File: config.mk
export PLATFORM = sky130hd
export DESIGN_NAME = rvfi_trace_buffer
export DESIGN_NICKNAME = d
export VERILOG_FILES = /design/src/rtl/rvfi_pkg.sv /design/src/rtl/sync_fifo.sv /design/src/rtl/rvfi_trace_buffer.sv
export SDC_FILE = /design/constraint.sdc
export NUM_CORES = 1
export LEC_CHECK = 0
export CORE_MARGIN = 4
export CORE_UTILIZATION = 50
export DETAILED_ROUTE_END_ITERATION = 8
export HOLD_SLACK_MARGIN = 0.1
export PLACE_DENSITY_LB_ADDON = 0.12
export SYNTH_ARGS = -nofsm -noshare
export SYNTH_HDL_FRONTEND = slang
export SYNTH_SLANG_ARGS = --single-unit
export TNS_END_PERCENT = 1
File: constraint.sdc
create_clock -name clk -period 12.1 [get_ports clk]
set_input_delay 2.42 -clock clk [delete_from_list [all_inputs] [get_ports clk]]
set_output_delay 2.42 -clock clk [all_outputs]
set_load 0.05 [all_outputs]
File: src/rtl/rvfi_pkg.sv
// Shared RVFI trace types: instruction/register widths and the packed trace record.
package rvfi_pkg;

  localparam int ILEN = 32;
  localparam int XLEN = 32;

  // Field order puts pc in the low 32 bits and trap in the MSB of the flattened record.
  typedef struct packed {
    logic            trap;
    logic [4:0]      rd_addr;
    logic [XLEN-1:0] rd_wdata;
    logic [ILEN-1:0] insn;
    logic [XLEN-1:0] pc;
  } trace_rec_t;

  localparam int TRACE_REC_W = $bits(trace_rec_t);

endpackage

File: src/rtl/sync_fifo.sv
// Circular synchronous FIFO with a separate occupancy counter and a registered-storage
// head that is read combinationally.
module sync_fifo #(
  parameter int WIDTH = 8,
  parameter int DEPTH = 16
) (
  input  logic                     clk,
  input  logic                     rst,
  input  logic                     push,
  input  logic                     pop,
  input  logic [WIDTH-1:0]         wdata,
  output logic [WIDTH-1:0]         rdata,
  output logic [$clog2(DEPTH):0]   count,
  output logic                     full,
  output logic                     empty
);

  localparam int AW = $clog2(DEPTH);

  logic [AW-1:0]    wr_ptr_q, wr_ptr_d;
  logic [AW-1:0]    rd_ptr_q, rd_ptr_d;
  logic [AW:0]      count_q, count_d;
  logic [WIDTH-1:0] mem_q [DEPTH];

  // Pointers wrap naturally; push and pop together while full leaves count unchanged.
  always_comb begin
    wr_ptr_d = wr_ptr_q + AW'(push);
    rd_ptr_d = rd_ptr_q + AW'(pop);
    count_d  = count_q + (AW+1)'(push) - (AW+1)'(pop);
  end

  always_ff @(posedge clk) begin
    if (rst) begin
      wr_ptr_q <= '0;
      rd_ptr_q <= '0;
      count_q  <= '0;
    end else begin
      wr_ptr_q <= wr_ptr_d;
      rd_ptr_q <= rd_ptr_d;
      count_q  <= count_d;
    end
  end

  always_ff @(posedge clk) begin
    if (push) mem_q[wr_ptr_q] <= wdata;
  end

  assign rdata = mem_q[rd_ptr_q];
  assign count = count_q;
  assign full  = (count_q == (AW+1)'(DEPTH));
  assign empty = (count_q == '0);

endmodule

File: src/rtl/rvfi_trace_buffer.sv
// Captures RVFI retirements into a trace FIFO drained over valid/ready, with a saturating
// drop counter, a sticky retirement-order gap flag and freeze-on-trap.
module rvfi_trace_buffer
  import rvfi_pkg::*;
#(
  parameter int DEPTH  = 16,
  parameter int DROP_W = 16
) (
  input  logic                   clk,
  input  logic                   rst,
  input  logic                   rvfi_valid,
  input  logic [63:0]            rvfi_order,
  input  logic [XLEN-1:0]        rvfi_pc_rdata,
  input  logic [ILEN-1:0]        rvfi_insn,
  input  logic [4:0]             rvfi_rd_addr,
  input  logic [XLEN-1:0]        rvfi_rd_wdata,
  input  logic                   rvfi_trap,
  output logic                   out_valid,
  input  logic                   out_ready,
  output logic [TRACE_REC_W-1:0] out_data,
  output logic [$clog2(DEPTH):0] count,
  output logic [DROP_W-1:0]      dropped,
  output logic                   order_err,
  output logic                   frozen,
  input  logic                   clear
);

  trace_rec_t        rec_in;
  logic              fifo_full, fifo_empty;
  logic              pop, push, drop;

  logic [DROP_W-1:0] dropped_q, dropped_d;
  logic              order_err_q, order_err_d;
  logic              frozen_q, frozen_d;
  logic              seen_q, seen_d;
  logic [63:0]       last_order_q, last_order_d;

  assign rec_in = '{trap:     rvfi_trap,
                    rd_addr:  rvfi_rd_addr,
                    rd_wdata: rvfi_rd_wdata,
                    insn:     rvfi_insn,
                    pc:       rvfi_pc_rdata};

  assign pop  = out_valid & out_ready;
  assign push = rvfi_valid & ~frozen_q & (~fifo_full | pop);
  assign drop = rvfi_valid & ~push;

  sync_fifo #(
    .WIDTH (TRACE_REC_W),
    .DEPTH (DEPTH)
  ) u_fifo (
    .clk   (clk),
    .rst   (rst),
    .push  (push),
    .pop   (pop),
    .wdata (rec_in),
    .rdata (out_data),
    .count (count),
    .full  (fifo_full),
    .empty (fifo_empty)
  );

  // clear takes priority over drops and order gaps; freeze is applied after clear so a
  // trapping push in the clear cycle still freezes capture.
  always_comb begin
    dropped_d    = dropped_q;
    order_err_d  = order_err_q;
    frozen_d     = frozen_q;
    seen_d       = seen_q;
    last_order_d = last_order_q;

    if (clear) begin
      dropped_d   = '0;
      order_err_d = 1'b0;
      frozen_d    = 1'b0;
      seen_d      = 1'b0;
    end else begin
      if (drop && !(&dropped_q)) dropped_d = dropped_q + 1'b1;
      if (rvfi_valid) begin
        if (seen_q && (rvfi_order != last_order_q + 64'd1)) order_err_d = 1'b1;
        seen_d = 1'b1;
      end
    end

    if (rvfi_valid) last_order_d = rvfi_order;
    if (push && rvfi_trap) frozen_d = 1'b1;
  end

  always_ff @(posedge clk) begin
    if (rst) begin
      dropped_q   <= '0;
      order_err_q <= 1'b0;
      frozen_q    <= 1'b0;
      seen_q      <= 1'b0;
    end else begin
      dropped_q   <= dropped_d;
      order_err_q <= order_err_d;
      frozen_q    <= frozen_d;
      seen_q      <= seen_d;
    end
  end

  always_ff @(posedge clk) begin
    last_order_q <= last_order_d;
  end

  assign out_valid = ~fifo_empty;
  assign dropped   = dropped_q;
  assign order_err = order_err_q;
  assign frozen    = frozen_q;

endmodule

## Word level (Yosys, flattened, before mapping)

Memories as Yosys holds them, arrays and structs flattened. A register that Yosys moved wholly into a read port is not among the register bits.
Cells that the tools add are included.

- Add/sub/neg operators: 6
- Multipliers: 0
- Divide/modulo/power cells: 0
- $lt $le $gt $ge: 0
- Equality and inequality tests: 2
- Shift operators: 0
- Mux-type cells: 5
- Bitwise operators: 9
- Reductions and logical operators: 9

Operators by type and width:

| kind | count |
|---|---|
| $add A64 B1 Y64 const B | 1 |
| $ne A64 B64 Y1 | 1 |
| $add A16 B1 Y16 const B | 1 |
| $reduce_and A16 Y1 | 1 |
| $add A4 B1 Y4 | 2 |
| $add A5 B1 Y5 | 1 |
| $eq A5 B5 Y1 const B | 1 |
| $logic_not A5 Y1 | 1 |
| $sub A5 B1 Y5 | 1 |
| $and A1 B1 Y1 | 4 |
| $mux W1 | 4 |
| $mux W4 | 1 |
| $not A1 Y1 | 4 |
| $logic_and A1 B1 Y1 | 3 |
| $reduce_and A2 Y1 | 1 |
| $reduce_bool A2 Y1 | 1 |
| $reduce_or A2 Y1 | 1 |
| $logic_not A1 Y1 | 1 |
| $or A1 B1 Y1 | 1 |

- Register bits: 96
- Bits in latches: 0
- Bits in writable memories: 1632
- Memory bits (read-only): 0
- Input port bits: 171
- Output and inout bits: 126
- Memories kept: 1

Memories:

| name | depth | bits a word | read ports | clocked after Yosys merged registers in | wr ports | RTL line | source |
|---|---|---|---|---|---|---|---|
| u_fifo.mem_q | 16 | 102 | 1 | 1 | 1 | sync_fifo.sv:23 | `logic [WIDTH-1:0] mem_q [DEPTH];` |

## Longest topological paths before layout

Gate-level depths: netlist (run 1).

- Depth after elaboration: 8
- Gate-level depth with buffers: 15
- Mapped depth without buffers: 15

## By module

Synthesis (run 1) repeated with hierarchy kept, for this count alone.

- Cells, all modules: 3524
- Area total of the unflattened synthesis: 68270.5 um2

By module, submodules not included:

| module | times used | cells each | area an instance (um2) | sequential area each (um2) |
|---|---|---|---|---|
| sync_fifo | 1 | 3012 | 63109.3 | 49267.3 |
| rvfi_trace_buffer | 1 | 512 | 5161.2 | 2302.2 |

## Worst setup path after synthesis (run 1)

OpenSTA, ideal clock, no wires.

- Path type: input-to-reg
- Start: in out_ready
- End: mem u_fifo.mem_q[0][0] in the netlist's numbering (enable)
- Setup time: 0.688 ns
- Arrival: 9.821 ns
- Required time: 11.412 ns
- Slack: 1.591 ns
- Cell stages on the path: 3
- Buffers on the path: 0
- Cells stage by stage: o311ai_2 -> or3_1 -> nor3_1

- Longest elaborated chain between the ends: 5

RTL lines:

| item | RTL line | source |
|---|---|---|
| start, declared | rvfi_trace_buffer.sv:19 | `input logic out_ready,` |
| $and A1 B1 Y1 | rvfi_trace_buffer.sv:44 | `assign pop = out_valid & out_ready;` |
| $or A1 B1 Y1 | rvfi_trace_buffer.sv:45 | `assign push = rvfi_valid & ~frozen_q & (~fifo_full \| pop);` |
| $and A1 B1 Y1 | rvfi_trace_buffer.sv:45 |  |
| $mux W1 | sync_fifo.sv:45 | `if (push) mem_q[wr_ptr_q] <= wdata;` |
| $mux W1 (implied by the code) | sync_fifo.sv:45 |  |
| end, declared | sync_fifo.sv:23 |  |

Every way passes these cells.

==> summary.md, run 1 <==
| Metric | Value |
|---|---|
| Initial antenna violation count | 21 |
| LEAKAGE | 23.5 nW |
| Total core area | 132000 µm² |
| Worst Skew | 33.9 ps |
| All-Layer GR Usage | 22.5% |
| Simple-gate share of the synthesized area | 2.44% |
| Setup bufs post-CTS | 0 |
| Setup-failing EPs final | 0 |
| Peak supply drop | 160 µV |
| Reg power frac | 44.8% |
| R2R setup slack | 7730 ps |
| Clock latency on the worst-skew pair | 800 ps |
| Clock buffer depth | 3 |
| Hold Path Stages | 2 |
| Most frequent cells in the layout | edfxtp_1, mux4_2, clkdlybuf4s50_1 |
| Hold path endpoint | seen_q$_SDFFE_PP0P_ |
| IO Pins | 297 |
| CTS Buf Count | 174 |
| Die Span Y | 374 µm |
| Clk slew on worst S/H paths | 60 ps |
| Final non-filler cell total | 5183 |
| Syn. warnings | 0 |
| Switching share of power | 26.6% |
| Vias/cell | 6.09 |
| Drt pass-1 iters | 5 |
| Htree depth | 4 |
| Final setup margin | 4680 ps |
| Layout cell share with drive strength beyond 1 | 24.7% |
| Synth Cell Area | 66900 µm² |
| Unrepaired setup endpoints after global routing | no |
| Average wire per standard cell | 30.1 µm |
| Worst-margin pin slew | 1310 ps |
| Fin. Hold Viols | 0 |
| Register bit count reported by yosys | 1728 |
| Post-route clock period utilization | 61.3% |
| Overflow after GRT | 0 |
| Primary FF master, synth | edfxtp_1 |
| CTS tree | done |
| CTS resizes | 0 |
| Max-cap violation count | 0 |
| Routability congestion estimate | 0.825 |
| Crit. End Element | output pin |
| CP Class | reg -> out |
| Clock root cell | clkbuf_16 |
| Largest family of logic cells by synthesized area | multiplexers |
| Fraction of registers with async set or reset after synthesis | 0% |
| First-pass GRT wire length | 230 mm |
| Initial Util | 50.6% |
| Post-CTS Hold Buffers | 0 |
| Synth Area in Adders | 0.254% |
| Post-synthesis mux area share | 17.3% |
| R2r endpoint | u_fifo.mem_q[15][101]$_DFFE_PP_ |
| Routed vias | 31600 |
| Vias in the first global route | 32800 |
| Min cycle time layout | 7420 ps |
| P per Cell Area | 195 nW/µm² |
| Port-buffer cells | 296 |
| R2r startpoint | u_fifo.count[2]$_SDFF_PP0_ |
| Post-Synth XOR/XNOR Area | 1.34% |
| Placed cells | 4854 |
| Power share of the combinational group | 20.8% |
| Clock Power Share | 34.4% |
| Final ANT Viol Nets | 0 |
| Most common cell after layout, fill and taps aside | edfxtp_1 |
| Number of synthesized flops with an enable pin | 1696 |
| R2R cell count | 9 |
| Tot Pwr | 0.0152 W |
| HP Start | seen_q$_SDFFE_PP0P_ |
| Switch Pwr | 0.00404 W |
| Synth Area in Compound Gates | 0.780% |
| Synth Net Count | 3059 |
| Max Slew Vio Count | 0 |
| Row cnt | 133 |
| DIE AREA | 140000 µm² |
| Pint | 0.0111 W |
| Setup TNS | 0 ps |
| Fmax | 0.135 GHz |
| Largest net degree at the start of global routing | 157 |
| P&R area growth vs syn | 16.2% |
| Drt total wl | 156 mm |
| Initial DRC count | 3119 |
| Status | completed |
| Die X | 374 µm |
| Final #Nets | 3459 |
| Pre-CTS WS | 5000 ps |
| Yosys cell types | 67 |
| Sink Count | 1728 |
| Max-slew headroom | 12.6% |
| Syn Area/Cell | 23.3 µm² |
| Crit Path Max Fanout | 51 |
| CP arrival | 5000 ps |
| DRC viols | 0 |
| Part of the Yosys area used for sequential elements | 77.1% |
| HP Class | reg -> reg |
| Setup crit start kind | flip-flop |
| Gate Count Post-Synth | 2875 |
| Hpwl dp | 83.2 mm |
| Required @ worst endpoint | 9680 ps |
-- critical path, cell delays in order (launching register included) --
cell             delay, ps
dfxtp_4                690
buf_4                  600
buf_4                  870
mux4_2                 610
mux4_2                 550
clkdlybuf4s50_1        750
-- worst max-delay path by stage --
stage | from | endpoint | slack (ps) | cells after the start
after detailed placement | rvfi_valid | u_fifo.mem_q[15][94]$_DFFE_PP_ | 5000 | 8
after global placement | rvfi_valid | u_fifo.mem_q[15][94]$_DFFE_PP_ | 5040 | 8
final | u_fifo.rd_ptr_q[0]$_SDFF_PP0_ | out_data[78] | 4680 | 5
after floorplan | out_ready | u_fifo.mem_q[0][0]$_DFFE_PP_ | 1590 | 3
after CTS | u_fifo.rd_ptr_q[0]$_SDFF_PP0_ | out_data[33] | 4500 | 5
after global routing | u_fifo.rd_ptr_q[0]$_SDFF_PP0_ | out_data[33] | 4280 | 5
-- power groups by stage --
stage	combinational (W)	sequential, W	clock [W]
finish	0.00316	0.00680	0.00523
floorplan	0.00222	0.00693	0
CTS	0.00322	0.00680	0.00536
global route	0.00334	0.00681	0.00564
global placement	0.00317	0.00692	0
detailed placement	0.00320	0.00693	0
-- registers in the layout (all words and copies together) (netlist names) --
| register | flops |
|---|---|
| u_fifo.mem_q | 1632 |
| last_order_q | 64 |
| dropped | 16 |
| u_fifo.count | 5 |
| u_fifo.rd_ptr_q | 4 |
| u_fifo.wr_ptr_q | 4 |
| frozen | 1 |
| order_err | 1 |
| seen_q | 1 |
-- metal layers --
| layer | GRT usage, % | share of wire [%] |
|---|---|---|
| met1 | 32.6 | 42 |
| met2 | 36.4 | 49 |
| met3 | 4.16 | 6.5 |
| met5 | 0 | 0.022 |
| met4 | 5.16 | 1.8 |
-- cells in the mapped netlist (all sizes together), types with 12 or more instances --
cell / number / area (µm²)
nor4: 24 / 199
ha: 12 / 150
nor3: 20 / 100
nand2: 54 / 203
mux4: 510 / 11500
edfxtp: 1696 / 50900
o21ai: 15 / 75.1
dfxtp: 32 / 641
nor2: 63 / 236
xor2: 34 / 298
nand3: 35 / 185
nand4: 23 / 174
or3: 13 / 82.6
inv: 19 / 71.3
buf: 28 / 128
xnor2: 68 / 596
a21oi: 22 / 110
clkbuf: 95 / 357
-- cells by family after synthesis --
kind of cell               after synthesis
AOI/OAI and AO/OA                       78
xor gates and xnor gates               102
adders and majority gates               13
buffers and inverters                  142
DFF                                   1728
muxes                                  518
and+or+nand+nor                        294
-- metrics by stage --
step,hold WS (ps),utilization (%),area [µm²]
6_report,486,58.8,77800
3_3_place_gp,451,54.6,72200
4_1_cts,487,58.8,77700
3_5_place_dp,474,54.6,72200
2_1_floorplan,438,-,66900
5_1_grt,499,58.8,77700
-- final cells by class --
class                   instances  area (µm²)
diodes                          7        17.5
clock buffers                 215        4640
clock inverters               107         935
fillers                      9364       54400
inverters                      19        71.3
multi-input cells            1005       14900
flip-flops and latches       1728       51600
well taps                    1755        2200
repair buffers                347        3420
Note: power is estimated with default switching activity, not from simulation.
==> inputs of run 2 (changes only) <==
Clock period 12.1 ns to 6.5 ns, I/O delays scaled along.
==> summary.md, run 2 (synthesis gave the netlist of run 1 again) <==
| Metric | Value |
|---|---|
| Status | completed (unchanged) |
| CP Cell Sequence | buf_12 -> mux4_2 -> mux4_2 -> clkdlybuf4s50_1 (was buf_4 -> buf_4 -> mux4_2 -> mux4_2 -> clkdlybuf4s50_1) |
| HP Class | reg -> reg (unchanged) |
| LEAKAGE | 23.7 nW (was 23.5 nW) |
| Unrepaired setup endpoints after global routing | no (unchanged) |
| Placed cells | 4869 (was 4854) |
| Dpl cell area | 72400 µm² (was 72200 µm²) |
| Port-buffer cells | 296 (unchanged) |
| Row cnt | 133 (unchanged) |
| Initial DRC count | 2896 (was 3119) |
| Pre-CTS WS | 1650 ps (was 5000 ps) |
| Crit. End Element | output pin (unchanged) |
| DRC viols | 0 (unchanged) |
| R2r endpoint | order_err$_SDFFE_PP0P_ (was u_fifo.mem_q[15][101]$_DFFE_PP_) |
| Post-CTS Hold Buffers | 0 (unchanged) |
| Max-slew headroom | 27.9% (was 12.6%) |
| R2R cell count | 10 (was 9) |
| Drt total wl | 157 mm (was 156 mm) |
| Hpwl dp | 83.7 mm (was 83.2 mm) |
| Most flop-heavy register | u_fifo.mem_q (unchanged) |
| Worst-margin pin slew | 1080 ps (was 1310 ps) |
| Required @ worst endpoint | 5200 ps (was 9680 ps) |
| Max-cap violation count | 0 (unchanged) |
| R2r startpoint | last_order_q[0]$_DFFE_PP_ (was u_fifo.count[2]$_SDFF_PP0_) |
| Most common cell after layout, fill and taps aside | edfxtp_1 (unchanged) |
| Max Slew Vio Count | 0 (unchanged) |
| All-Layer GR Usage | 22.5% (about the same) |
| Overflow after GRT | 0 (unchanged) |
| Drt pass-1 iters | 5 (unchanged) |
| R2R setup slack | 2570 ps (was 7730 ps) |
| Htree depth | 4 (unchanged) |
| Tot Pwr | 0.0285 W (was 0.0152 W) |
| Reg area | 51600 µm² (unchanged) |
| Vias/cell | 6.08 (was 6.09) |
| Final instance area | 78200 µm² (was 77800 µm²) |
| CP arrival | 4070 ps (was 5000 ps) |
| Worst Skew | 39.6 ps (was 33.9 ps) |
| Clock buffer depth | 3 (unchanged) |
| Min cycle time layout | 5370 ps |
| First-pass GRT wire length | 230 mm (about the same) |
| Most frequent cells in the layout | edfxtp_1, mux4_2, clkdlybuf4s50_1 (unchanged) |
| Crit path max-delay cell type | clkdlybuf4s50_1 (was buf_4) |
| Layout cell share with drive strength beyond 1 | 25.3% (was 24.7%) |
| Fin. Hold Viols | 0 (unchanged) |
| Final non-filler cell total | 5205 (was 5183) |
| Final #Nets | 3475 (was 3459) |
| Vias in the first global route | 33100 (was 32800) |
| HP Start | seen_q$_SDFFE_PP0P_ (unchanged) |
| Post-route clock period utilization | 82.7% |
| CTS Buf Count | 175 (was 174) |
| CTS resizes | 0 (unchanged) |
| # fillers | 9330 (was 9364) |
| Total core area | 132000 µm² (unchanged) |
| Largest net degree at the start of global routing | 106 (was 157) |
| Die X | 374 µm (unchanged) |
| Average wire per standard cell | 30.2 µm (was 30.1 µm) |
| P per Cell Area | 364 nW/µm² (was 195 nW/µm²) |
| Setup bufs post-CTS | 0 (unchanged) |
| Clock root cell | clkbuf_16 (unchanged) |
| Setup crit start kind | flip-flop (unchanged) |
| Crit-path most repeated cell | mux4_2 |
| CP Class | reg -> out (unchanged) |
| Number of flip-flops in the largest register | 1632 (unchanged) |
| Final setup margin | 1130 ps (was 4680 ps) |
| Peak supply drop | 233 µV (was 160 µV) |
| CP peak stage delay | 870 ps (about the same) |
| DIE AREA | 140000 µm² (unchanged) |
| Final ANT Viol Nets | 0 (unchanged) |
| Clock latency on the worst-skew pair | 790 ps (was 800 ps) |
| Sink Count | 1728 (unchanged) |
| IO Pins | 297 (unchanged) |
| Hold path endpoint | seen_q$_SDFFE_PP0P_ (unchanged) |
| Footprint of the multi-input gates | 14900 µm² (about the same) |
| Clk slew on worst S/H paths | 60 ps (about the same) |
| Routed vias | 31700 (was 31600) |
| Crit Path Max Fanout | 90 (was 51) |
| Die Span Y | 374 µm (unchanged) |
| P&R area growth vs syn | 16.9% (was 16.2%) |
| Setup-failing EPs final | 0 (unchanged) |
| Initial antenna violation count | 26 (was 21) |
| Routability congestion estimate | 0.864 (was 0.825) |
| Fmax | 0.186 GHz |
| Final Util | 59.2% (was 58.8%) |
| CTS tree | done (unchanged) |
| Hold Path Stages | 2 (unchanged) |
| Initial Util | 50.6% (unchanged) |
-- run 2: cell count changes in the layout (fill, tap and decap cells not counted), sizes merged --
cell and change:
clkinvlp -1, clkinv -4, diode +6, buf +15, bufinv +6
-- run 2: worst max-delay path: cells and delay by family, from the launching register on --
kind | cells | cell delay [ps]
DFF | 1 | 680
buffers and inverters | 2 | 1450
muxes | 2 | 1050
-- run 2: how the worst max path moves through the flow --
stage                     depth (start not counted)                           from                              to
after floorplan                                   4                      out_ready    u_fifo.mem_q[3][0]$_DFFE_PP_
after global placement                            7                      out_ready   u_fifo.mem_q[6][77]$_DFFE_PP_
after detailed placement                          7                      out_ready  u_fifo.mem_q[10][80]$_DFFE_PP_
after CTS                                         4  u_fifo.rd_ptr_q[0]$_SDFF_PP0_                    out_data[41]
after global routing                              4  u_fifo.rd_ptr_q[0]$_SDFF_PP0_                    out_data[41]
final                                             4  u_fifo.rd_ptr_q[0]$_SDFF_PP0_                    out_data[85]
-- run 2: per-stage QoR --
step	hold slack, ps	setup TNS [ps]
3_5_place_dp	470	0
3_3_place_gp	454	0
5_1_grt	497	0
4_1_cts	482	0
2_1_floorplan	438	-939840
6_report	494	0
-- run 2: where the power goes --
group / switching (W) / internal, W
Combinational: 0.00315 / 0.00267
Sequential: 0.000170 / 0.0125
Clock: 0.00414 / 0.00585
-- run 2: area by class of cell --
| class | count | share of cell area, % |
|---|---|---|
| Sequential cell | 1728 | 65.9 |
| Multi-Input combinational cell | 1005 | 19.1 |
| Clock buffer | 215 | 5.94 |
| Timing Repair Buffer | 362 | 4.72 |
| Tap cell | 1755 | 2.81 |
| Clock inverter | 108 | 1.41 |
| Inverter | 19 | 0.0912 |
| Antenna cell | 13 | 0.0416 |
-- run 2: routing by layer --
layer  track usage, %  up-vias  wire length, µm
met5                0        -              102
met4             5.78       16             3430
met3             5.05      237            11000
met2             37.4     1084            79000
met1             30.8    17100            63500
li1                 -    13200                -
